$ cat src/rtl/mips_pkg.sv
// Shared fetch-stage definitions: PC width, NOP encoding, fetch FSM state codes.
package mips_pkg;

  localparam int unsigned PC_W = 32;

  localparam logic [PC_W-1:0] NOP_INSTR        = 32'h0000_0000;
  localparam logic [PC_W-1:0] DEFAULT_RESET_PC = 32'h0000_0000;

  typedef logic [1:0] fetch_state_t;

  localparam fetch_state_t StRun      = 2'd0;
  localparam fetch_state_t StStall    = 2'd1;
  localparam fetch_state_t StRedirect = 2'd2;

  // Sequential successor of a fetch address; wraps modulo 2^32.
  function automatic logic [PC_W-1:0] pc_plus4(input logic [PC_W-1:0] pc);
    return pc + 32'd4;
  endfunction

endpackage

$ cat src/rtl/ifid_pipe_reg.sv
// IF/ID pipeline register: instruction, PC+4 and valid bit with hold and flush.
module ifid_pipe_reg
  import mips_pkg::*;
(
  input  logic            clk,
  input  logic            reset,
  input  logic            flush_i,
  input  logic            hold_i,
  input  logic [PC_W-1:0] instr_i,
  input  logic [PC_W-1:0] pc4_i,
  output logic [PC_W-1:0] instr_o,
  output logic [PC_W-1:0] pc4_o,
  output logic            valid_o
);

  logic [PC_W-1:0] instr_q, instr_d;
  logic [PC_W-1:0] pc4_q, pc4_d;
  logic            valid_q, valid_d;

  // Flush beats hold so a squashed slot never survives a concurrent stall.
  always_comb begin
    instr_d = instr_q;
    pc4_d   = pc4_q;
    valid_d = valid_q;
    if (flush_i) begin
      instr_d = NOP_INSTR;
      pc4_d   = '0;
      valid_d = 1'b0;
    end else if (!hold_i) begin
      instr_d = instr_i;
      pc4_d   = pc4_i;
      valid_d = 1'b1;
    end
  end

  always_ff @(posedge clk) begin
    if (reset) begin
      instr_q <= NOP_INSTR;
      pc4_q   <= '0;
      valid_q <= 1'b0;
    end else begin
      instr_q <= instr_d;
      pc4_q   <= pc4_d;
      valid_q <= valid_d;
    end
  end

  assign instr_o = instr_q;
  assign pc4_o   = pc4_q;
  assign valid_o = valid_q;

endmodule

$ cat src/rtl/fetch_stage_ctrl.sv
// Fetch stage: PC register, next-PC selection, IF/ID register, hazard FSM,
// saturating stall/flush counters and a sticky stall watchdog.
module fetch_stage_ctrl
  import mips_pkg::*;
#(
  parameter logic [31:0] RESET_PC  = DEFAULT_RESET_PC,
  parameter int unsigned CNT_W     = 16,
  parameter int unsigned MAX_STALL = 8
) (
  input  logic             clk,
  input  logic             reset,
  input  logic             pc_hold_i,
  input  logic             ifid_hold_i,
  input  logic             flush_i,
  input  logic             branch_i,
  input  logic             jmp_i,
  input  logic             topc_i,
  input  logic [31:0]      branch_target_i,
  input  logic [31:0]      jmp_target_i,
  input  logic [31:0]      jr_target_i,
  input  logic [31:0]      instr_i,
  output logic [31:0]      pc_o,
  output logic [31:0]      instr_ifid_o,
  output logic [31:0]      pc4_ifid_o,
  output logic             valid_ifid_o,
  output logic [CNT_W-1:0] stall_cnt_o,
  output logic [CNT_W-1:0] flush_cnt_o,
  output logic             stall_timeout_o,
  output logic [1:0]       state_o
);

  localparam int unsigned        ConsecW   = $clog2(MAX_STALL + 1);
  localparam logic [ConsecW-1:0] ConsecMax = ConsecW'(MAX_STALL);
  localparam logic [ConsecW-1:0] ConsecOne = ConsecW'(1);
  localparam logic [CNT_W-1:0]   CntMax    = '1;
  localparam logic [CNT_W-1:0]   CntOne    = CNT_W'(1);

  logic [31:0]        pc_q, pc_d;
  fetch_state_t       state_q, state_d;
  logic [CNT_W-1:0]   stall_cnt_q, stall_cnt_d;
  logic [CNT_W-1:0]   flush_cnt_q, flush_cnt_d;
  logic [ConsecW-1:0] consec_q, consec_d;
  logic               timeout_q, timeout_d;

  logic        redirect;
  logic        stall_evt;
  logic [31:0] target;
  logic [31:0] pc_seq;

  assign redirect  = branch_i | jmp_i | topc_i;
  assign stall_evt = pc_hold_i & ~redirect;
  assign pc_seq    = pc_plus4(pc_q);

  // Later-resolving control flow wins: jr over j/jal over branch.
  always_comb begin
    if (topc_i) begin
      target = jr_target_i;
    end else if (jmp_i) begin
      target = jmp_target_i;
    end else begin
      target = branch_target_i;
    end
  end

  always_comb begin
    if (redirect) begin
      pc_d = target;
    end else if (pc_hold_i) begin
      pc_d = pc_q;
    end else begin
      pc_d = pc_seq;
    end
  end

  always_comb begin
    state_d = state_q;
    case (state_q)
      StRun: begin
        if (redirect || flush_i) state_d = StRedirect;
        else if (stall_evt)      state_d = StStall;
      end
      StStall: begin
        if (redirect || flush_i) state_d = StRedirect;
        else if (pc_hold_i)      state_d = StStall;
        else                     state_d = StRun;
      end
      StRedirect: begin
        if (redirect || flush_i) state_d = StRedirect;
        else if (pc_hold_i)      state_d = StStall;
        else                     state_d = StRun;
      end
      default: state_d = StRun;
    endcase
  end

  always_comb begin
    stall_cnt_d = stall_cnt_q;
    flush_cnt_d = flush_cnt_q;
    consec_d    = '0;
    if (stall_evt && stall_cnt_q != CntMax) begin
      stall_cnt_d = stall_cnt_q + CntOne;
    end
    if (flush_i && flush_cnt_q != CntMax) begin
      flush_cnt_d = flush_cnt_q + CntOne;
    end
    if (stall_evt) begin
      consec_d = (consec_q == ConsecMax) ? ConsecMax : consec_q + ConsecOne;
    end
    timeout_d = timeout_q | (consec_d == ConsecMax);
  end

  always_ff @(posedge clk) begin
    if (reset) begin
      pc_q        <= RESET_PC;
      state_q     <= StRun;
      stall_cnt_q <= '0;
      flush_cnt_q <= '0;
      consec_q    <= '0;
      timeout_q   <= 1'b0;
    end else begin
      pc_q        <= pc_d;
      state_q     <= state_d;
      stall_cnt_q <= stall_cnt_d;
      flush_cnt_q <= flush_cnt_d;
      consec_q    <= consec_d;
      timeout_q   <= timeout_d;
    end
  end

  ifid_pipe_reg u_ifid (
    .clk     (clk),
    .reset   (reset),
    .flush_i (flush_i),
    .hold_i  (ifid_hold_i),
    .instr_i (instr_i),
    .pc4_i   (pc_seq),
    .instr_o (instr_ifid_o),
    .pc4_o   (pc4_ifid_o),
    .valid_o (valid_ifid_o)
  );

  assign pc_o            = pc_q;
  assign stall_cnt_o     = stall_cnt_q;
  assign flush_cnt_o     = flush_cnt_q;
  assign stall_timeout_o = timeout_q;
  assign state_o         = state_q;

endmodule

$ cat config.mk
export PLATFORM = sky130hd
export DESIGN_NAME = fetch_stage_ctrl
export DESIGN_NICKNAME = d
export VERILOG_FILES = /design/src/rtl/mips_pkg.sv /design/src/rtl/ifid_pipe_reg.sv /design/src/rtl/fetch_stage_ctrl.sv
export SDC_FILE = /design/constraint.sdc
export NUM_CORES = 1
export LEC_CHECK = 0
export CAP_MARGIN = 20
export CORE_MARGIN = 8
export CORE_UTILIZATION = 44
export DETAILED_ROUTE_END_ITERATION = 10
export GPL_ROUTABILITY_DRIVEN = 1
export PLACE_DENSITY = 0.78
export RECOVER_POWER = 100
export SYNTH_ARGS = -nofsm -noshare
export SYNTH_HDL_FRONTEND = slang
export SYNTH_SLANG_ARGS = --single-unit
$ cat constraint.sdc
create_clock -name clk -period 2.8 [get_ports clk]
set_input_delay 0.56 -clock clk [delete_from_list [all_inputs] [get_ports clk]]
set_output_delay 0.56 -clock clk [all_outputs]
set_load 0.02 [all_outputs]
; Word level (Yosys, flattened, before mapping)
; Cells that the tools add are included.
[op_classes]
n_bitwise = 5
reduce_logical = 6
n_eq_ne = 8
add_sub_neg = 4
muxes = 11
[ops]
columns = op, n
row1 = $mux W32, 4
row2 = $add A16 B1 Y16 const B, 2
row3 = $add A32 B3 Y32 const B, 1
row4 = $ne A16 B16 Y1 const B, 2
row5 = $eq A4 B4 Y1 const B, 2
row6 = $mux W4, 2
row7 = $mux W2, 3
row8 = $add A4 B1 Y4 const B, 1
row9 = $pmux W2 S2, 1
row10 = $reduce_or A2 Y1, 2
row11 = $ne A3 B3 Y1 const B, 1
row12 = $or A1 B1 Y1, 3
row13 = $eq A2 B1 Y1 const B, 1
row14 = $eq A2 B2 Y1 const B, 1
row15 = $logic_and A1 B1 Y1, 2
row16 = $logic_not A2 Y1, 1
row17 = $ne A2 B1 Y1 const B, 1
row18 = $and A1 B1 Y1, 1
row19 = $logic_or A1 B1 Y1, 1
row20 = $mux W1, 1
row21 = $not A1 Y1, 1
[totals]
elab_cells = 43
out_inout_bits = 132
in_bits = 136
ff_bits = 136

; Longest topological paths before layout
; Gate-level depths: netlist (run 1).
[logic_depth]
depth_word = 7
ltp_mapped = 8
ltp_nobuf = 7

; Cells and area by module
; Synthesis (run 1) repeated with hierarchy kept, for this count alone.
[hier_totals]
hier_cells = 813
area_unflattened_um2 = 6929.1
[modules_own_cells]
columns = module, cells_per_inst, area_per_inst_um2, instances, seq_area_each_um2
row1 = fetch_stage_ctrl, 603, 4623.2, 1, 1421.4
row2 = ifid_pipe_reg, 210, 2306.0, 1, 1301.2

; Worst setup path before layout (run 1)
; Ideal clock, no wire load.
[synth_path]
kind = reg-to-reg
from = register pc_q[5] (netlist: pc_o[5])
to = register pc_q[25] (netlist: pc_o[25])
path_stages_with_launch = 8
synth_period_minus_slack_ps = 2515
setup_ps = 115
n_path_buf = 2
arrival_ps = 2400
slack_ps = 285
required_ps = 2685
path_cell_list = dfxtp_1 > buf_2 > nand4_4 > or4_1 > buf_2 > or4_4 > mux2_4 > o21ba_1
[synth_between]
elab_chain_cells = 3
[synth_rtl]
columns = element, line_no
row1 = "start, declared", fetch_stage_ctrl.sv:38  ; logic [31:0] pc_q, pc_d;
row2 = "start signal, assigned", fetch_stage_ctrl.sv:121  ; pc_q <= pc_d;
row3 = $add A32 B3 Y32, mips_pkg.sv:17  ; return pc + 32'd4;
row4 = $mux W32, fetch_stage_ctrl.sv:68  ; end else if (pc_hold_i) begin
row5 = $mux W32, fetch_stage_ctrl.sv:66  ; if (redirect) begin
; Every way passes these cells. The select of a mux whose other input is x is not followed.
; A chain may end at the register's enable or synchronous reset.

; Final worst setup path (run 1)
[layout_path]
from = register pc_q[8] (netlist: pc_o[8])
to = register pc_q[25] (netlist: pc_o[25])
; Same word-level chain as after synthesis.

==> results.toml, run 1 <==
[worst_setup_path]
startpoint_type = "flip-flop"
cpMostUsedCell = "or4_1"
slowest_delay_ns = 0.73
slowest_stage = "or4_1"
path_class = "reg2reg"
crit_buf_inv = 0
crit_path_end_kind = "flip-flop"
worstPathCellList = "nand4_1 -> or4_1 -> or4_1 -> mux2_4 -> o21ba_1"
critical_path.top_delay_family = "simple AND/OR/NAND/NOR gates"
worstPathArrival_ns = 2.97
cp.required_ns = 3.12
critPathMaxFanout = 10

[global_routing]
antenna_found_initial = 0
grt_overflow_total = 0
grt_pass1_wl_mm = 38.84
grt_util_all_layers_pct = 24.65
grt_pass1_vias = 6978
grt_max_degree = 50

[sta]
period_needed_ns = 2.646
setup-tns-final_ns = 0
finalCritPeriodShare_pct = 94.51
max_freq_mhz = 377.9
worstMarginPinSlew_ns = 1.110
finalMaxSlewViolations = 0
clock_skew_ns = 0.007932
hold_violations = 0
max_slew_margin_pct = 26.01
finalSetupViolations = 0
rsz0062_at_grt = "no"

[logic_synthesis]
synth_xor_area_share_pct = 6.714
synth-simple-area-share_pct = 21.19
ys_ff_latch = 136
ys_seq_area_share_pct = 39.38
synth-main-ff-cell = "dfxtp_1"
synth_fp_nets = 985
synth.distinct_cells = 60
yosysTopAreaCellShare_pct = 39.38
synth_area_leaders = "dfxtp_1 (39%), mux2i_1 (6.5%), nor2_1 (5.2%), o21ai_0 (5.1%), a21oi_1 (3.9%)"
postSynthCellCount = 842
syn_area_per_cell_um2 = 8.212
yosys-mux-area-fraction_pct = 6.895
synth_edf_count = 0
yosys_warnings = 0
synthAdderAreaFrac_pct = 1.267
syn-cell-area_um2 = 6914
synth-compound-area-share_pct = 19.34
yosysTopAreaCell = "dfxtp_1"
synth_top_family_by_area = "simple AND/OR/NAND/NOR gates"
synthArstFlopShare_pct = 0

[floorplan]
row_count = 46
die_y_um = 141.4
die-width_um = 141.4
start_util_pct = 44.33
ios = 268
core_um2 = 15600
die_area_um2 = 19980

[final_layout]
area_growth_pct = 50.56
nFillCells = 1338
final_cell_mix = "dfxtp_1 (136), dlygate4sd3_1 (134), clkdlybuf4s50_1 (130)"
fin_nets = 1244
layout_commonest_cell = "dfxtp_1"
layout-drive-gt1-share_pct = 6.912
layout.cells.non_filler = 1330
multi_input_area_um2 = 3812
ff_latch_area_um2 = 2723
diodes = 0

[power_and_ir_drop]
power.share.combinational_pct = 16.4
switching_power_mw = 1.363
pwr-share-clk_pct = 43.2
p_leak_nw = 4.191
power_density_nw_per_um2 = 494.0
vdd_drop_max_uv = 426.6
intPower_mw = 3.779
p_seq_share_pct = 40.4
switching_share_pct = 26.51
p_total_mw = 5.143

[status]
status = "complete, no violations"

[placement]
dpl.hpwl_mm = 18.64
dp.cells = 1298
place.gp.congestion = 0.9217
portBuffers = 267

[detailed_routing]
first_iter_violations = 671
vias = 7337
ant_nets = 0
firstDrtPassIters = 5
vias_per_cell = 5.517
wl_mm = 25.24
wl_per_cell_um = 18.97
drc = 0

[clocking]
cts.path.max_buffers = 2
postCtsSetupBuffers = 0
hold_buffers = 0
cts_sinks = 136
htreeDepth = 4
cts_resized = 0
root_buffer = "clkbuf_16"
cts_tree = "built"
cts_buffers = 17
clk_pin_slew_worst_paths_ns = 0.06
insertion_delay_ns = 0.43

[run]
drv_cap = 0

[worst_hold_path]
hold_class = "reg2reg"
## worst paths after layout
check | from | end | slack, ns | depth (start not counted)
max | pc_o[8] | pc_o[25] | 0.15 | 5
min | u_ifid.valid_o | u_ifid.valid_o | 0.45 | 1
max reg2reg | pc_o[8] | pc_o[25] | 0.15 | 5
min reg2reg | u_ifid.valid_o | u_ifid.valid_o | 0.45 | 1
## kinds of logic (layout without fill, tap and decap cells)
logic type / after synthesis / count (layout)
muxes: 47 / 47
AOI/OAI and AO/OA: 212 / 212
xor gates and xnor gates: 53 / 53
DFF: 136 / 136
and+or+nand+nor: 295 / 295
adders and majority gates: 7 / 7
buffers and inverters: 92 / 364
## synthesized netlist by cell type (3+ instances only)
library cell and instances:
nand2b_1 6, a211oi_1 6, nor4_1 17, dfxtp_1 136, a22oi_1 14, inv_1 21, a21oi_1 54, a221o_1 11
ha_1 7, buf_4 3, or2_2 4, o21ai_0 70, nand3b_1 3, mux2i_1 45, o221ai_1 8, o22ai_1 5
xnor2_1 28, buf_1 4, nand3_1 25, xor2_1 25, nor2_1 96, and4_1 4, o211ai_1 10, nand4_1 21
o21a_1 8, and3_1 12, and2_1 5, a221oi_1 3, buf_2 3, nor3_1 31, nand2_1 52, clkbuf_1 60
or4_1 8, a21o_1 3
## power groups by stage
| stage | Sequential [mW] | Clock [mW] | Combinational (mW) |
|---|---|---|---|
| 3_3_place_gp | 2.12 | 0 | 0.857 |
| 2_1_floorplan | 2.19 | 0 | 0.327 |
| 4_1_cts | 2.08 | 2.24 | 0.873 |
| 5_1_grt | 2.09 | 2.33 | 0.903 |
| 3_5_place_dp | 2.12 | 0 | 0.867 |
| 6_report | 2.08 | 2.22 | 0.842 |
## per-stage QoR
step	hold WS (ns)	util (%)	setup slack [ns]	area, µm²
floorplan	0.4446	-	0.2854	6914
global placement	0.4348	63.44	0.1209	9894
detailed placement	0.4421	63.44	0.07806	9894
CTS	0.4551	67.17	0.2720	10480
global route	0.4793	66.74	0.07703	10410
finish	0.4484	66.74	0.1536	10410
## worst register-to-register path: stages (launching register included)
cell     delay (ns)
dfxtp_1        0.39
nand4_1        0.23
or4_1          0.73
or4_1          0.68
mux2_4         0.34
o21ba_1        0.16
## layer usage
layer | track usage [%] | up-vias | part of all wire, %
met4 | 8.597 | 0 | 2.2
met5 | 0 | - | 0
met3 | 6.989 | 36 | 8.8
met2 | 40.89 | 327 | 48
met1 | 30.06 | 3421 | 41
li1 | - | 3553 | -
## flip-flops by register name, summed over array words and instances (netlist names)
register         cells
u_ifid.valid_o       1
stall_timeout_o      1
state_o              2
u_ifid.instr_o      32
stall_cnt_o         16
u_ifid.pc4_o        32
consec_q             4
pc_o                32
flush_cnt_o         16
## cell type report
type	instances	area share [%]
clock inverters	12	1.214
inverters	22	0.7933
multi-input cells	614	36.62
repair buffers	310	28.23
clock buffers	20	4.387
well taps	216	2.596
flip-flops and latches	136	26.15
Note: power is estimated with default switching activity, not from simulation.
==> run 2, diff against run 1 <==
- CORE_UTILIZATION: 44 -> 40
- PLACE_DENSITY: 0.78 -> 0.75
- clock period: 2.8 -> 2.29 ns (I/O delays scaled with it)
==> results.toml, run 2 (synthesized netlist as in run 1, its figures left out) <==
[global_routing]
antenna_found_initial = 0
grt_pass1_wl_mm = 39.69
grt_overflow_total = 0
grt_util_all_layers_pct = 22.70
grt_max_degree = 46
grt_pass1_vias = 7414

[detailed_routing]
ant_nets = 0
first_iter_violations = 546
drc = 0
wl_mm = 25.41
wl_per_cell_um = 18.38
vias_per_cell = 5.419
firstDrtPassIters = 5
vias = 7495

[worst_hold_path]
min_path_cells = 3
worstHoldEndpoint = "u_ifid.pc4_o[20]"
hp-start = "ifid_hold_i"
hold_class = "in2reg"

[floorplan]
row_count = 48
ios = 268
die_area_um2 = 21750
start_util_pct = 40.39
die-width_um = 147.5
core_um2 = 17120
die_y_um = 147.5

[status]
status = "complete, no violations"

[sta]
rsz0062_at_grt = "no"
finalCritPeriodShare_pct = 96.64
max_slew_margin_pct = 47.48
clock_skew_ns = 0.01132
finalSetupViolations = 0
max_freq_mhz = 451.8
finalMaxSlewViolations = 0
fin_ws_ns = 0.07687
hold_violations = 0
period_needed_ns = 2.213
worstMarginPinSlew_ns = 0.7878

[placement]
portBuffers = 267
post-place-ws_ns = -0.2769
placed_area_um2 = 10260
place.gp.congestion = 0.8804
dpl.hpwl_mm = 19.51

[clocking]
clk_pin_slew_worst_paths_ns = 0.06
root_buffer = "clkbuf_16"
cts_sinks = 136
htreeDepth = 4
insertion_delay_ns = 0.43
hold_buffers = 0
cts_tree = "built"
cts.path.max_buffers = 2
cts_buffers = 17

[worst_setup_path]
crit_path_end_kind = "output pin"
r2r_end = "pc_o[25]"
reg2reg_depth = 5
critPathMaxFanout = 7
slowest_stage = "clkdlybuf4s50_1"
worstPathArrival_ns = 1.76
startpoint_type = "flip-flop"
path_class = "reg2out"
ff2ff_setup_slack_ns = 0.08
reg2reg_from = "pc_o[21]"
cp.required_ns = 1.83
slowest_delay_ns = 0.63
worstPathCellList = "clkbuf_2 -> clkdlybuf4s50_1"

[final_layout]
post-route-util_pct = 63.52
diodes = 0
fin_nets = 1288
final_cell_mix = "clkdlybuf4s50_1 (133), dlygate4sd3_1 (131), dfxtp_1 (128)"
final_cell_area_um2 = 10870
area_growth_pct = 57.26
layout-drive-gt1-share_pct = 11.74
layout_commonest_cell = "clkdlybuf4s50_1"

[power_and_ir_drop]
intPower_mw = 4.956
vdd_drop_max_uv = 537.2
p_seq_share_pct = 38.0
switching_power_mw = 1.713
pwr-share-clk_pct = 45.6
p_total_mw = 6.669
power.share.combinational_pct = 16.4
p_leak_nw = 4.469
switching_share_pct = 25.69
power_density_nw_per_um2 = 613.4

[run]
drv_cap = 0
## run 2: cell types whose count changed in the layout (fill, tap and decap cells not counted), sizes merged
cell and delta:
clkbuf +3, inv +2, clkdlybuf4s50 +3, buf +39, clkinvlp -3, dlygate4sd3 -3, bufinv +3
## run 2: power groups by stage
stage	Combinational (mW)	Clock [mW]	Sequential, mW
after floorplan	0.403	0	2.68
after CTS	1.14	3.08	2.53
final	1.10	3.04	2.53
after detailed placement	1.13	0	2.58
after global routing	1.18	3.19	2.54
after global placement	1.12	0	2.58
## run 2: layout make-up
class,count,area (µm²)
well taps,225,281.5
clock buffers,18,429.2
fillers,1503,6243
clock inverters,14,222.7
inverters,22,82.58
flip-flops and latches,136,2738
multi-input cells,614,3861
repair buffers,354,3258
## run 2: worst max-delay path by stage
stage | to | start | slack [ns]
floorplan | pc_o[25] | pc_o[6] | -0.08
global placement | stall_cnt_o[15] | pc_hold_i | -0.27
detailed placement | pc_o[30] | pc_hold_i | -0.28
CTS | pc_o[25] | pc_o[8] | 0.03
global route | stall_cnt_o[15] | pc_hold_i | 0.02
finish | pc_o[23] | pc_o[23] | 0.08
## run 2: layer usage
metal | vias to the layer above | share of wire, % | global-route usage [%]
li1 | 3642 | - | -
met1 | 3481 | 41 | 27.56
met2 | 321 | 48 | 37.20
met3 | 51 | 8.4 | 6.267
met4 | 0 | 3.1 | 9.383
met5 | - | 0 | 0
## run 2: timing repair
item / CTS / global route
setup endpoints to repair: 0 / 3
resized for setup: 0 / 3
setup buffers: 0 / 0
## run 2: metrics by stage
| step | instances | hold slack [ns] | setup TNS, ns |
|---|---|---|---|
| after detailed placement | 1351 | 0.4458 | -5.772 |
| after floorplan | 842 | 0.4446 | -0.08888 |
| after global routing | 1383 | 0.4556 | 0 |
| after global placement | 1351 | 0.4355 | -4.742 |
| final | 1383 | 0.4356 | 0 |
| after CTS | 1383 | 0.4299 | 0 |
## run 2: worst max-delay path, delay by kind of cell, from the launching register on
kind | cells | cell delay [ns]
buf+inv | 2 | 0.85
flops | 1 | 0.49
